--- config.mk ---
export PLATFORM = sky130hd
export DESIGN_NAME = mul_div_unit
export DESIGN_NICKNAME = d
export VERILOG_FILES = /design/src/rtl/mdu_pkg.sv /design/src/rtl/mdu_div_iter.sv /design/src/rtl/mul_div_unit.sv
export SDC_FILE = /design/constraint.sdc
export NUM_CORES = 1
export LEC_CHECK = 0
export CORE_UTILIZATION = 55
export DETAILED_ROUTE_END_ITERATION = 10
export PLACE_DENSITY_LB_ADDON = 0.15
export SLEW_MARGIN = 20
export SYNTH_ARGS = -nofsm -noshare
export SYNTH_HDL_FRONTEND = slang
export SYNTH_SLANG_ARGS = --single-unit
--- constraint.sdc ---
create_clock -name clk -period 3.8 [get_ports clk]
set_input_delay 0.57 -clock clk [delete_from_list [all_inputs] [get_ports clk]]
set_output_delay 0.57 -clock clk [all_outputs]
set_load 0.005 [all_outputs]
--- src/rtl/mdu_pkg.sv ---
// Shared definitions for the multiply/divide unit: operand width, op encodings, FSM states.
package mdu_pkg;

    localparam int WIDTH = 32;

    localparam logic [1:0] OP_MULTU = 2'b00;
    localparam logic [1:0] OP_MULT  = 2'b01;
    localparam logic [1:0] OP_DIVU  = 2'b10;
    localparam logic [1:0] OP_DIV   = 2'b11;

    typedef enum logic [1:0] {
        S_IDLE = 2'b00,
        S_CALC = 2'b01,
        S_DONE = 2'b10
    } state_t;

endpackage

--- src/rtl/mdu_div_iter.sv ---
// Restoring divider datapath: one quotient bit per step on unsigned operands.
// Latency: one step per enabled cycle, 32 steps per divide; no backpressure, load/step driven by the owner FSM.
module mdu_div_iter
    import mdu_pkg::*;
(
    input  logic             clk,
    input  logic             rst,
    input  logic             load,
    input  logic             step,
    input  logic [WIDTH-1:0] dividend,
    input  logic [WIDTH-1:0] divisor,
    output logic [WIDTH-1:0] quo,
    output logic [WIDTH-1:0] rem
);

    logic [WIDTH-1:0] dvsr;
    logic [WIDTH:0]   shifted;
    logic             ge;

    // Partial remainder is always below the divisor, so the shifted value fits in 33 bits
    // and a successful subtract always leaves a result that fits in 32.
    assign shifted = {rem, quo[WIDTH-1]};
    assign ge      = (shifted >= {1'b0, dvsr});

    always_ff @(posedge clk) begin
        if (rst) begin
            quo  <= '0;
            rem  <= '0;
            dvsr <= '0;
        end else if (load) begin
            quo  <= dividend;
            rem  <= '0;
            dvsr <= divisor;
        end else if (step) begin
            quo <= {quo[WIDTH-2:0], ge};
            rem <= ge ? (shifted[WIDTH-1:0] - dvsr) : shifted[WIDTH-1:0];
        end
    end

endmodule

--- src/rtl/mul_div_unit.sv ---
// Iterative MIPS-style HI/LO multiply/divide unit; divide support only when MDU_DIV_EN is defined.
// Latency: result written in the 33rd cycle after start; start is ignored while busy (no queuing).
module mul_div_unit #(
    parameter int WIDTH = 32
) (
    input  logic             clk,
    input  logic             rst,
    input  logic             start,
    input  logic [1:0]       op,
    input  logic [WIDTH-1:0] a,
    input  logic [WIDTH-1:0] b,
    output logic             busy,
    output logic             done,
    output logic             hi_wena,
    output logic             lo_wena,
    output logic [WIDTH-1:0] hi_wdata,
    output logic [WIDTH-1:0] lo_wdata
);
    import mdu_pkg::*;

    state_t             state, state_nxt;
    logic [4:0]         cnt;
    logic               div_q;
    logic               neg_q;
    logic [WIDTH-1:0]   mcand;
    logic [2*WIDTH-1:0] prod, prod_s;
    logic [WIDTH:0]     sum;
    logic               op_div, op_signed, accept, wr;
    logic [WIDTH-1:0]   abs_a, abs_b;

    assign op_div    = (op == OP_DIVU) || (op == OP_DIV);
    assign op_signed = (op == OP_MULT) || (op == OP_DIV);
    assign accept    = (state == S_IDLE) && start;
    assign abs_a     = (op_signed && a[WIDTH-1]) ? -a : a;
    assign abs_b     = (op_signed && b[WIDTH-1]) ? -b : b;

    // Shift-add step: add the multiplicand into the upper half when the low bit is set, then shift right.
    assign sum = {1'b0, prod[2*WIDTH-1:WIDTH]} + (prod[0] ? {1'b0, mcand} : {(WIDTH+1){1'b0}});

    always_comb begin
        state_nxt = state;
        case (state)
            S_IDLE: begin
                if (start) begin
`ifdef MDU_DIV_EN
                    state_nxt = S_CALC;
`else
                    state_nxt = op_div ? S_DONE : S_CALC;
`endif
                end
            end
            S_CALC:  if (cnt == 5'd31) state_nxt = S_DONE;
            S_DONE:  state_nxt = S_IDLE;
            default: state_nxt = S_IDLE;
        endcase
    end

    always_ff @(posedge clk) begin
        if (rst) begin
            state <= S_IDLE;
            cnt   <= '0;
            div_q <= 1'b0;
            neg_q <= 1'b0;
            mcand <= '0;
            prod  <= '0;
        end else begin
            state <= state_nxt;
            if (accept) begin
                cnt   <= '0;
                div_q <= op_div;
                neg_q <= op_signed & (a[WIDTH-1] ^ b[WIDTH-1]);
                mcand <= abs_a;
                prod  <= {{WIDTH{1'b0}}, abs_b};
            end else if (state == S_CALC) begin
                cnt <= cnt + 5'd1;
                if (!div_q) prod <= {sum, prod[WIDTH-1:1]};
            end
        end
    end

`ifdef MDU_DIV_EN
    logic [WIDTH-1:0] quo, rem, a_q;
    logic             b_zero, neg_r;

    always_ff @(posedge clk) begin
        if (rst) begin
            a_q    <= '0;
            b_zero <= 1'b0;
            neg_r  <= 1'b0;
        end else if (accept) begin
            a_q    <= a;
            b_zero <= (b == '0);
            neg_r  <= op_signed & a[WIDTH-1];
        end
    end

    mdu_div_iter u_div_iter (
        .clk      (clk),
        .rst      (rst),
        .load     (accept && op_div),
        .step     ((state == S_CALC) && div_q),
        .dividend (abs_a),
        .divisor  (abs_b),
        .quo      (quo),
        .rem      (rem)
    );

    assign wr = (state == S_DONE);
`else
    assign wr = (state == S_DONE) && !div_q;
`endif

    always_comb begin
        hi_wdata = '0;
        lo_wdata = '0;
        prod_s   = neg_q ? -prod : prod;
        if (wr) begin
            if (!div_q) begin
                hi_wdata = prod_s[2*WIDTH-1:WIDTH];
                lo_wdata = prod_s[WIDTH-1:0];
            end
`ifdef MDU_DIV_EN
            else if (b_zero) begin
                hi_wdata = a_q;
                lo_wdata = '1;
            end else begin
                lo_wdata = neg_q ? -quo : quo;
                hi_wdata = neg_r ? -rem : rem;
            end
`endif
        end
    end

    assign busy    = (state != S_IDLE);
    assign done    = (state == S_DONE);
    assign hi_wena = wr;
    assign lo_wena = wr;

endmodule

# Word level (Yosys, flattened, before mapping)
# Cells that the tools add are included.
# classes
muxes	15
bitwise	3
div_mod_pow	0
addsub	5
n_shift	0
reduce_logical	14
n_mul	0
eq_ne	9
magnitude_cmp	0
# op_table
cell	count
$mux 32	10
$mux 64	1
$neg 32->32	2
$neg 64->64	1
$add 32x32->33	1
$eq 2x2->1 const B	3
$mux 2	3
$reduce_and 2->1	3
$add 5x1->5 const B	1
$eq 5x5->1 const B	1
$eq 2x1->1 const B	2
$logic_and 1x1->1	4
$ne 2x2->1 const B	2
$pmux 2 s2	1
$reduce_bool 2->1	2
$logic_not 2->1	1
$logic_or 1x1->1	2
$ne 2x1->1 const B	1
$reduce_or 2->1	1
$and 1x1->1	1
$logic_not 1->1	1
$not 1->1	1
$xor 1x1->1	1
# totals
n_memories	0
latchBits	0
regBits	105
input_bits	69
rom_bits	0
mem_bits_rw	0

# Longest topological paths before layout
# Gate-level depths: netlist (run 1).
# logic_depth
ltp_word	5
ltp_mapped	14
ltp_nobuf	12

# Worst setup path after synthesis (run 1)
# Ideal clock, no wire load.
# synth_timing
kind	reg2out
from	register prod[6]
to	output hi_wdata[28]
arrival_ps	2832
path_buffers	1
path_stages_with_launch	11
setup_slack_ps	398
t_required_ps	3230
path_cell_list	dfxtp_1 -> buf_2 -> or4_1 -> or4_4 -> nor4_4 -> nand2_2 -> or4_4 -> or3_4 -> o21ai_2 -> xor2_1 -> nor2_1
# synth_between
elab_chain_cells	4
# synth_rtl
element	line	text
start: declaration	mul_div_unit.sv:26	logic [2*WIDTH-1:0] prod, prod_s;
start signal: assignment	mul_div_unit.sv:73	prod <= {{WIDTH{1'b0}}, abs_b};
start signal: assignment	mul_div_unit.sv:76	if (!div_q) prod <= {sum, prod[WIDTH-1:1]};
$neg 64->64	mul_div_unit.sv:116	prod_s = neg_q ? -prod : prod;
$mux 64	mul_div_unit.sv:116	
$mux 32	mul_div_unit.sv:118	if (!div_q) begin
$mux 32	mul_div_unit.sv:117	if (wr) begin
end: declaration	mul_div_unit.sv:16	output logic [WIDTH-1:0] hi_wdata,
# Every way passes these cells.

# Final worst setup path (run 1)
# layout_timing
from	register prod[13]
to	output hi_wdata[28]
# The elaborated chain is that of the path after synthesis.

==> run_results.csv, run 1 <==
group,metric,value,unit
cts,htreeDepth,3,
drt,drc,0,
setup_path,startpoint_type,"flop",
timing,min_period,4120,ps
timing,slew_headroom,0.429,
final_layout,syn_to_final_growth,29.0,%
final_layout,nNetsFinal,1461,
timing,rsz0062_at_grt,"true",
placement,hpwl,20.3,mm
power_and_ir_drop,ir_drop,211,µV
cts,cts_inserted_buffers,9,
final_layout,drive_above_1_share,0.121,
synth,synth-seq-cells,105,
placement,io_buffer_count,136,
global_routing,grt_util_all_layers,0.333,
synth,yosys_most_used_dff,"dfxtp_1",
power_and_ir_drop,pwr-share-seq,0.397,
setup_path,arrival,3550,ps
timing,drv_slew,0,
status,violations,"negative setup slack",
power_and_ir_drop,p_clk_frac,0.325,
timing,hold_ws,462,ps
cts,tritoncts,"done",
power_and_ir_drop,power.internal,2.08,mW
setup_path,crit_required,3230,ps
cts,clock_sinks,105,
timing,hold_viol,0,
drt,wire_per_inst,17.3,µm
synth,ys_types,63,
floorplanning,core_area,0.0153,mm²
cts,clockBufferDepth,2,
final_layout,fill_cells,1265,
drt,via_per_inst,6.03,
drt,drt.antenna.violating_nets,0,
final_layout,antenna_cells,0,
power_and_ir_drop,p_switching,1.03,mW
timing,fmax,243,MHz
global_routing,grt_pass1_vias,8299,
power_and_ir_drop,p_leak,4.35,nW
timing,setup_viol,12,
floorplanning,dieArea,0.0162,mm²
cts,clk_pin_slew,80,ps
global_routing,grt_pass1_wl,42.9,mm
global_routing,grt_max_degree,80,
power_and_ir_drop,p_comb_frac,0.278,
synth,seq_area_frac_synth,0.243,
timing,period_share,1.08,
synth,synth_common_cells,"nor2_1 (189), nand2_1 (152), dfxtp_1 (105)",
timing,setup_ws,-317,ps
synth,synth-edff-count,0,
floorplanning,die_h,127,µm
global_routing,grt_remaining_overflow,0,
synth,synth_most_common_cell,"nor2_1",
synth,yosys_warnings,0,
cts,root_buffer,"clkbuf_16",
timing,skew,9.03,ps
synth,syn-num-nets,1310,
run,cap_violations,0,
setup_path,cp_max_fo,3,
power_and_ir_drop,power_density,279,mW/mm²
global_routing,antenna_found_initial,0,
drt,finalWirelength,27.1,mm
synth,synth_area_leaders,"dfxtp_1 (24%), xor2_1 (10%), nor2_1 (8.2%)",
floorplanning,io_pins,137,
final_layout,final_util,0.731,
status,status,"finished with violations",
setup_path,cp-end-kind,"output pin",
drt,route.vias.total,9471,
cts,hold_buffers,0,
setup_path,crit_type,"reg2out",
cts,clock_latency,360,ps
synth,avgSynthCellArea,7.19,µm²
timing,worstMarginPinSlew,856,ps
drt,drtIter0Drc,918,
power_and_ir_drop,swShare,0.331,
drt,firstDrtPassIters,7,
placement,routabilityCongestion,0.979,
synth,synth.largest_area_cell,"dfxtp_1",
final_layout,final_cells,1570,
floorplanning,start_util,0.567,
floorplanning,row_count,45,
synth,synthDominantCellAreaShare,0.243,
synth,synth-async-reset-ratio,0,
hold_path,holdCritPathClass,"reg2reg",
synth,netlist_instances,1203,
placement,dp.cells,1541,
floorplanning,die_w,127,µm
synth,synth_area,0.00865,mm²
## metal layers
layer,wire (µm),GRT usage
met2,12400,0.534
met3,2120,0.0272
met1,11900,0.468
met5,0,0
met4,708,0.119
## cell type report
type	instances	area [µm²]	share of cell area
Timing Repair Buffer	213	1890	0.169
Sequential cell	105	2110	0.189
Clock buffer	10	239	0.0214
Inverter	16	60.1	0.00538
Clock inverter	6	75.1	0.00673
Multi-Input combinational cell	1009	6530	0.585
Tap cell	211	264	0.0237
## critical path: stages (launching register included)
cell	delay [ps]
dfxtp_2	320
or4_4	540
or4_4	540
nor4_4	190
nand2_2	80
or4_4	450
or3_4	380
buf_6	130
o21ai_2	150
xor2_1	210
nor2_1	50
buf_2	130
## through the flow
| stage | TNS (ps) | setup slack, ps | total power, mW | cell area (µm²) |
|---|---|---|---|---|
| floorplan | 0 | 398 | 1.72 | 8650 |
| global placement | -125 | -43.8 | 2.05 | 10500 |
| detailed placement | -273 | -77.5 | 2.07 | 10500 |
| CTS | -2950 | -440 | 3.07 | 11000 |
| global route | -3370 | -426 | 3.23 | 11200 |
| finish | -1560 | -317 | 3.11 | 11200 |
## registers in the layout (all words and copies together) (netlist names)
register	count
neg_q	1
mcand	32
state	2
div_q	1
prod	64
cnt	5
## worst paths after layout
kind	startpoint	to	slack, ps	cells past startpoint
min	mcand[0]	mcand[0]	460	2
max reg2reg	prod[0]	prod[58]	230	12
max	prod[13]	hi_wdata[28]	-320	11
min reg2reg	mcand[0]	mcand[0]	460	2
## logic make-up after synthesis
logic type,synth area share
AOI/OAI and AO/OA,0.233
xor gates and xnor gates,0.144
adders and majority gates,0.0558
buffers and inverters,0.0392
DFF,0.243
muxes,0.00825
and+or+nand+nor,0.277
## power by group through the flow
| stage | Clock [mW] | Combinational (mW) | Sequential, mW |
|---|---|---|---|
| after floorplan | 0 | 0.473 | 1.25 |
| after global placement | 0 | 0.802 | 1.25 |
| after detailed placement | 0 | 0.813 | 1.25 |
| after CTS | 1.01 | 0.838 | 1.23 |
| after global routing | 1.05 | 0.938 | 1.24 |
| final | 1.01 | 0.867 | 1.24 |
## cells in the final DEF, fill, tap and decap left out, types with 8 or more instances in the layout
cell type / instances
inv_1: 16
xnor2_1: 43
o31ai_4: 9
a311oi_1: 31
o41ai_1: 8
nor3_1: 21
nor4_1: 11
buf_4: 70
a21oi_1: 80
a21o_1: 21
clkbuf_16: 9
nand3_1: 22
clkdlybuf4s50_1: 109
ha_1: 37
nand4_1: 9
o31ai_1: 18
nand2_1: 149
nor2_1: 188
a211oi_1: 30
dlygate4sd2_1: 10
o21ai_0: 53
xor2_1: 99
and2_1: 37
buf_2: 9
or3_1: 22
or4_1: 9
dfxtp_1: 101
## what timing repair did
item,4_1_cts,5_1_grt
resized for setup,80,49
gates cloned,0,0
buffers inserted,11,3
endpoints found under the setup margin,25,32
hold endpoints to repair,0,0
pin swaps,18,26
(Power assumes the default switching activity.)
==> run 2, diff against run 1 <==
--- a/config.mk
+++ b/config.mk
@@ -5,9 +5,11 @@
 export SDC_FILE = /design/constraint.sdc
 export NUM_CORES = 1
 export LEC_CHECK = 0
-export CORE_UTILIZATION = 55
+export ABC_AREA = 1
+export CORE_UTILIZATION = 58
 export DETAILED_ROUTE_END_ITERATION = 10
 export PLACE_DENSITY_LB_ADDON = 0.15
+export SETUP_SLACK_MARGIN = 0.02
 export SLEW_MARGIN = 20
 export SYNTH_ARGS = -nofsm -noshare
 export SYNTH_HDL_FRONTEND = slang
==> run 2 against run 1 <==
The run now ends clean; power rose by 17%; clock skew about the same; hold slack lost 3.8 ps; sequential share of layout area shrank 2.4 points; maximum frequency rose by 17%; critical path depth fell by 3; via count grew 44%; final cell count rose by 53%; combinational power grew 55%; count of clock-buffer cells in the layout shrank 1; worst setup slack improved by 610 ps; final area grew 14%; largest power group is now combinational cells; highest routed layer unchanged.
==> run_results.csv, run 2 <==
group,metric,value,unit
floorplanning,start_util,0.601,
setup_path,cp-end-kind,"output pin",
cts,cts_resized,0,
final_layout,largest-register,"prod",
placement,io_buffer_count,136,
global_routing,grt_util_all_layers,0.403,
final_layout,nNetsFinal,2270,
power_and_ir_drop,p_leak,6.61,nW
timing,min_period,3510,ps
cts,cts_inserted_buffers,9,
final_layout,final_util,0.698,
final_layout,final_common_cell,"nand2_1",
timing,period_share,0.924,
power_and_ir_drop,p_switching,1.51,mW
power_and_ir_drop,swShare,0.416,
power_and_ir_drop,p_comb_frac,0.368,
global_routing,gr-usage-met3,0.0733,
hold_path,holdCritPathClass,"reg2reg",
timing,rsz0062_at_grt,"false",
power_and_ir_drop,power_density,285,mW/mm²
timing,skew,9.23,ps
synth,seq_area_frac_synth,0.192,
global_routing,busiest_layer,"met2",
global_routing,grt_max_degree,51,
cts,tritoncts,"done",
synth,synth-async-reset-ratio,0,
power_and_ir_drop,power.internal,2.12,mW
cts,clk_pin_slew,80,ps
synth,yosys_most_used_dff,"dfxtp_1",
floorplanning,core_area,0.0183,mm²
global_routing,grt_pass1_wl,62.6,mm
global_routing,use_met1,0.533,
drt,drc,0,
timing,drv_slew,0,
timing,worstMarginPinSlew,746,ps
setup_path,crit_required,3230,ps
global_routing,antenna_found_initial,0,
final_layout,antenna_cells,0,
setup_path,cpMaxStageDelayCell,"clkdlybuf4s50_1",
power_and_ir_drop,pwr-share-seq,0.360,
drt,drtIter0Drc,1453,
synth,synth_area_leaders,"nand2_1 (23%), dfxtp_1 (19%), inv_1 (10%)",
cts,clock_latency,370,ps
final_layout,syn_to_final_growth,16.2,%
floorplanning,row_count,49,
final_layout,reg_top3,"prod x64, mcand x32, cnt x5",
synth,synth-seq-cells,105,
timing,finalSetupTns,0,ps
synth,avgSynthCellArea,5.32,µm²
synth,synthDominantCellAreaShare,0.235,
drt,route.vias.total,13700,
floorplanning,dieArea,0.0195,mm²
final_layout,layout_common_cells,"nand2_1 (686), inv_1 (298), nor2_1 (287), nand3_1 (147), o21ai_0 (146)",
placement,routabilityCongestion,1.04,
global_routing,grt_remaining_overflow,0,
synth,netlist_instances,2063,
floorplanning,io_pins,137,
drt,via_per_inst,5.71,
drt,firstDrtPassIters,7,
timing,slew_headroom,0.502,
setup_path,startpoint_type,"flop",
synth,syn-num-nets,2170,
timing,setup_viol,0,
synth,synth.largest_area_cell,"nand2_1",
run,cap_violations,0,
setup_path,crit_type,"reg2out",
floorplanning,die_w,140,µm
power_and_ir_drop,ir_drop,226,µV
timing,fmax,285,MHz
cts,clock_sinks,105,
synth,ys_types,50,
placement,hpwl,31.2,mm
drt,drt.antenna.violating_nets,0,
setup_path,path_cells,"inv_1 > nor2_1 > nand2_1 > inv_2 > buf_12 > o21ai_0 > a21oi_1 > clkdlybuf4s50_1",
final_layout,drive_above_1_share,0.0291,
timing,hold_ws,458,ps
timing,hold_viol,0,
synth,synth_most_common_cell,"nand2_1",
drt,finalWirelength,39.0,mm
setup_path,cp_max_fo,39,
power_and_ir_drop,total_power,3.63,mW
final_layout,largest_reg_flops,64,
drt,wire_per_inst,16.3,µm
synth,yosys_warnings,0,
cts,htreeDepth,3,
power_and_ir_drop,p_clk_frac,0.272,
cts,hold_buffers,0,
setup_path,max_stage_delay,570,ps
floorplanning,die_h,140,µm
cts,clockBufferDepth,2,
global_routing,met2_usage,0.653,
status,status,"completed",
synth,synth-edff-count,0,
cts,root_buffer,"clkbuf_16",
cts,post_cts_buffers,0,
setup_path,arrival,2940,ps
synth,synth_area,0.0110,mm²
synth,synth_common_cells,"nand2_1 (686), inv_1 (298), nor2_1 (287)",
global_routing,grt_pass1_vias,12400,
[run 2: routing by layer]
layer / vias to the layer above / part of all wire
met3: 101 / 0.10
met4: 0 / 0.036
li1: 6704 / -
met5: - / 0
met1: 6121 / 0.42
met2: 753 / 0.44
[run 2: per-stage QoR]
stage                     worst slack, ps  instances  area (µm²)
after floorplan                      1690       2063       11000
after global placement                762       2381       12500
after detailed placement              769       2381       12500
after CTS                             336       2397       12800
after global routing                  106       2397       12800
final                                 289       2397       12800
[run 2: kinds of logic (layout without fill, tap and decap cells)]
group | after synthesis | after routing | synth area share
adder cells (fa/ha/maj) | 38 | 38 | 0.0440
AO/OA/AOI/OAI | 313 | 313 | 0.154
AND/OR/NAND/NOR | 1205 | 1205 | 0.452
flip-flops | 105 | 105 | 0.192
buffers and inverters | 368 | 473 | 0.131
XOR/XNOR | 34 | 34 | 0.0271
[run 2: final cells by class]
class | count | area (µm²)
Tap cell | 229 | 287
Clock inverter | 7 | 72.6
Timing Repair Buffer | 149 | 1470
Clock buffer | 9 | 225
Inverter | 308 | 1160
Multi-Input combinational cell | 1590 | 7430
Sequential cell | 105 | 2100
Fill cell | 1787 | 5520
[run 2: path summary, 6_finish.rpt]
kind	slack, ps	depth (start not counted)	endpoint	from
setup / recovery	290	8	hi_wdata[11]	state[1]
hold / removal	460	2	mcand[28]	mcand[28]
setup reg to reg	1120	16	prod[56]	prod[0]
hold reg to reg	460	2	mcand[28]	mcand[28]
[run 2: critical path: cells and delay by family (launching register included)]
| kind | cells | cell delay (ps) |
|---|---|---|
| AO/OA/AOI/OAI | 2 | 440 |
| flip-flops | 1 | 410 |
| buffers and inverters | 4 | 1250 |
| AND/OR/NAND/NOR | 2 | 440 |
[run 2: power groups by stage]
stage	clock (mW)	combinational, mW	sequential (mW)
after global routing	1.02	1.48	1.32
after detailed placement	0	1.29	1.32
after floorplan	0	0.892	1.28
after CTS	0.979	1.30	1.30
final	0.987	1.34	1.31
after global placement	0	1.28	1.32
